==> src/rtl/exc_redirect_ctrl.sv <==
// Flush / redirect sequencer for WB exceptions and ertn: drains wrong-path
// instruction responses, then presents the new fetch PC to IF via valid/ready.
module exc_redirect_ctrl #(
  parameter int MAX_OUT = 2
) (
  input  logic        clk,
  input  logic        resetn,
  input  logic        wb_exc,
  input  logic        ertn_flush,
  input  logic [31:0] ex_entry,
  input  logic [31:0] era_pc,
  input  logic        inst_req_fire,
  input  logic        inst_resp_fire,
  input  logic        redirect_ready,
  output logic        flush,
  output logic        fetch_hold,
  output logic        req_block,
  output logic        inst_discard,
  output logic        redirect_valid,
  output logic [31:0] redirect_pc
);

  localparam int CW = $clog2(MAX_OUT + 1);
  localparam logic [CW-1:0] MAX_CNT = CW'(MAX_OUT);

  typedef enum logic [1:0] {
    IDLE  = 2'd0,
    DRAIN = 2'd1,
    REDIR = 2'd2
  } state_t;

  state_t      state_q, state_d;
  logic [CW-1:0] cnt_q, cnt_d;
  logic [CW-1:0] stale_q, stale_d;
  logic [31:0] redirect_pc_q, redirect_pc_d;
  logic        redirect_valid_q;
  logic        fetch_hold_q;
  logic        req_block_q;
  logic        evt;

  always_comb begin
    evt          = (wb_exc | ertn_flush) & (state_q == IDLE);
    flush        = evt;
    inst_discard = inst_resp_fire & (evt | (state_q == DRAIN));

    // Outstanding count saturates on illegal over/underflow stimulus.
    cnt_d = cnt_q;
    if (inst_req_fire && !inst_resp_fire && (cnt_q != MAX_CNT)) begin
      cnt_d = cnt_q + CW'(1);
    end else if (inst_resp_fire && !inst_req_fire && (cnt_q != '0)) begin
      cnt_d = cnt_q - CW'(1);
    end

    state_d       = state_q;
    stale_d       = stale_q;
    redirect_pc_d = redirect_pc_q;
    case (state_q)
      IDLE: begin
        if (evt) begin
          // cnt_d already folds in a request/response fired in the flush cycle.
          stale_d       = cnt_d;
          redirect_pc_d = wb_exc ? ex_entry : era_pc;
          state_d       = (cnt_d != '0) ? DRAIN : REDIR;
        end
      end
      DRAIN: begin
        if (inst_resp_fire && (stale_q != '0)) begin
          stale_d = stale_q - CW'(1);
        end
        if ((stale_q == '0) || ((stale_q == CW'(1)) && inst_resp_fire)) begin
          state_d = REDIR;
        end
      end
      REDIR: begin
        if (redirect_ready) begin
          state_d = IDLE;
        end
      end
      default: state_d = IDLE;
    endcase
  end

  always_ff @(posedge clk or negedge resetn) begin
    if (!resetn) begin
      state_q          <= IDLE;
      cnt_q            <= '0;
      stale_q          <= '0;
      redirect_pc_q    <= '0;
      redirect_valid_q <= 1'b0;
      fetch_hold_q     <= 1'b0;
      req_block_q      <= 1'b0;
    end else begin
      state_q          <= state_d;
      cnt_q            <= cnt_d;
      stale_q          <= stale_d;
      redirect_pc_q    <= redirect_pc_d;
      redirect_valid_q <= (state_d == REDIR);
      fetch_hold_q     <= (state_d != IDLE);
      req_block_q      <= (cnt_d == MAX_CNT);
    end
  end

  assign redirect_valid = redirect_valid_q;
  assign fetch_hold     = fetch_hold_q;
  assign req_block      = req_block_q;
  assign redirect_pc    = redirect_pc_q;

endmodule

==> config.mk <==
export PLATFORM = sky130hd
export DESIGN_NAME = exc_redirect_ctrl
export DESIGN_NICKNAME = d
export VERILOG_FILES = /design/src/rtl/exc_redirect_ctrl.sv
export SDC_FILE = /design/constraint.sdc
export NUM_CORES = 1
export LEC_CHECK = 0
export BUFFER_PORTS_ARGS = -buffer_cell sky130_fd_sc_hd__buf_2
export CORE_ASPECT_RATIO = 0.7
export CORE_MARGIN = 3
export CORE_UTILIZATION = 40
export DETAILED_ROUTE_END_ITERATION = 10
export GPL_TIMING_DRIVEN = 0
export PLACE_DENSITY = 0.67
export SKIP_LAST_GASP = 1
export SYNTH_ARGS = -nofsm -noshare
export SYNTH_HDL_FRONTEND = slang
export SYNTH_SLANG_ARGS = --single-unit
==> constraint.sdc <==
create_clock -name clk -period 3.4 [get_ports clk]
set_input_delay 0.34 -clock clk [delete_from_list [all_inputs] [get_ports clk]]
set_output_delay 0.34 -clock clk [all_outputs]
set_load 0.05 [all_outputs]
==> impl_metrics.csv <==
group,metric,value,unit
cells_and_area,syn_to_final_growth,31.5,%
global_routing,grt_use_total,16.8,%
yosys,synth.most_common_cell,"dfrtp_1",
placement,port_buffers,105,
placement,dpl.hpwl,3.87,mm
yosys,synth_top_area_share,46.3,%
yosys,synthCells,200,
route,drc,0,
cts,clkLatencyLatePin,0.28,ns
global_routing,grt_pass1_wl,8.17,mm
floorplanning,rows,21,
cts,cts_tree,"yes",
power_and_ir_drop,power.density,1060,nW/um^2
yosys,dominantRegCellSynth,"dfrtp_1",
sta,slew_violations,0,
yosys,netlist_area,2210,um^2
power_and_ir_drop,ir_drop,0.495,mV
critical_path,r2r-end,"redirect_valid",
run_status,status,"complete, no violations",
route,viasPerCell,4.72,
yosys,synth.avg_cell_area,11.1,um^2
cts,cts_resized,0,
cts,cts_htree_levels,2,
global_routing,grt-ovfl-total,0,
floorplanning,die_x,94.9,um
floorplanning,dieArea,6480,um^2
sta,fin_crit,2.22,ns
floorplanning,io-pin-count,108,
critical_path,required,3.06,ns
min_path,min_path_type,"input pin to asynchronous set/reset pin",
cts,cts_setup_buffers,0,
flow_run,timing.max_cap.violations,0,
sta,max_freq,450,MHz
route,vias,1799,
critical_path,cp.arrival,1.88,ns
critical_path,end_kind,"output pin",
yosys,yosys.area.top_type,"dfrtp_1",
critical_path,critPathKind,"flip-flop to output pin",
cts,numCtsBuffers,5,
yosys,ys_ff_latch,41,
route,wl,5.14,mm
sta,final_hold_viol_count,0,
yosys,synth_seq_area_share,46.3,%
floorplanning,initial_core_util,43.9,%
yosys,synth_edf_count,0,
floorplanning,die_h,68.3,um
yosys,yosysUniqueCellTypes,34,
sta,tns,0,ns
route,firstDrtPassIters,4,
critical_path,regToRegSetupSlack,1.74,ns
power_and_ir_drop,leakagePower,1.45,nW
cts,cts.clk_slew.worst_paths,0.07,ns
yosys,syn_nets,275,
cts,cts.sinks,41,
sta,skew,0.00187,ns
route,postRouteAntennaNets,0,
global_routing,grt_max_degree,42,
sta,slew_headroom,38.1,%
critical_path,crit_path_max_fanout,10,
yosys,yosysWarnings,0,
route,post_drt_wl_per_cell,13.5,um
sta,rsz0062_at_grt,"false",
cts,root_buffer,"clkbuf_8",
cells_and_area,antennaDiodeCount,0,
sta,tightest_slew,0.929,ns
cells_and_area,drive_gt1_share,50.6,%
route,drt_iter0_drc,44,
cells_and_area,final_net_count,387,
cts,holdBufCountCts,0,
critical_path,worstRegToRegCells,6,
floorplanning,core_area,5040,um^2
critical_path,cp-start-kind,"flip-flop",
yosys,synthTopCellsByCount,"dfrtp_1, nor2_1, mux2i_1, a21oi_2, inv_1",
cts,cts_buffer_depth,2,
yosys,async_flop_share,100,%
global_routing,antenna_found_initial,0,
placement,globalplace.congestion,0.740,
critical_path,timing.rr.start,"cnt_q[0]",
yosys,ys_top_cells_by_area,"dfrtp_1, mux2i_1, a21oi_2, nor2_1, buf_12",
global_routing,grt_pass1_vias,1694,
sta,finalHoldWorstSlack,0.187,ns
sta,finalSetupViolCount,0,
sta,finalCritPeriodShare,65.4,%
==> logic make-up after synthesis <==
group / after synthesis / synth area share [%]
mux: 33 / 14.9
compound gates: 50 / 18.2
fa+ha+maj: 4 / 2.26
xor+xnor: 1 / 0.735
simple gates: 50 / 10.1
flops: 41 / 46.3
buf+inv: 21 / 7.46
==> cell type report <==
class                      instances  area [um^2]
inverter                           8         32.5
fill                             487         2130
multi-input combinational        138         1020
tap                               69         86.3
sequential                        41         1030
clock buffer                       7         86.3
timing repair buffer             105          526
buffer                            13          133
==> per-stage QoR <==
step / instances / total power, mW / area (um^2) / worst slack, ns / utilization [%]
after detailed placement: 374 / 2.79 / 2830 / 1.50 / 56.0
after floorplan: 200 / 2.36 / 2210 / 1.32 / -
after CTS: 381 / 3.12 / 2910 / 1.17 / 57.7
final: 381 / 3.08 / 2910 / 1.18 / 57.7
after global routing: 381 / 3.30 / 2910 / 1.09 / 57.7
after global placement: 374 / 2.76 / 2830 / 1.50 / 56.0
==> routing by layer <==
metal	vias to the layer above	global-route usage [%]	part of all wire [%]	routed length (um)
li1	907	-	-	-
met1	810	21.9	46	2390
met2	78	25.5	42	2160
met3	4	6.15	10	536
met4	0	6.47	1.1	57
met5	-	0	0	0
==> worst max path at each step <==
| stage | depth (start not counted) | slack [ns] | endpoint | startpoint |
|---|---|---|---|---|
| detailed placement | 6 | 1.50 | flush | state_q[0] |
| floorplan | 3 | 1.32 | inst_discard | wb_exc |
| finish | 6 | 1.18 | flush | state_q[0] |
| global route | 6 | 1.09 | flush | state_q[0] |
| CTS | 6 | 1.17 | flush | state_q[0] |
| global placement | 6 | 1.50 | flush | state_q[0] |
==> worst max-delay path, stage by stage (launching register included) <==
cell and delay, ns:
dfrtp_1 0.48, o21bai_4 0.22, or2_4 0.26, inv_4 0.08, buf_8 0.15, buf_12 0.15
buf_2 0.26
==> flip-flops by register name, indices dropped and copies added (netlist names) <==
name            cells
redirect_pc        32
cnt_q               2
stale_q             2
state_q             2
fetch_hold          1
redirect_valid      1
req_block           1
==> cell usage in the layout (no fill, tap or decap), types with 2 or more instances in the layout <==
master / count
buf_2: 109
buf_12: 3
nor2_1: 36
a31o_1: 2
buf_4: 3
nor2b_1: 3
dfrtp_1: 41
clkbuf_1: 2
o21ai_0: 6
clkbuf_8: 6
ha_1: 4
nor3b_1: 2
inv_1: 7
a21oi_1: 5
nand2_1: 3
mux2i_1: 33
a21oi_2: 29
==> report_power, final <==
part,switching (mW),internal [mW]
sequential,0.124,0.729
clock,0.159,0.161
combinational,1.33,0.575
total,1.61,1.47
Note: power is estimated with default switching activity, not from simulation.
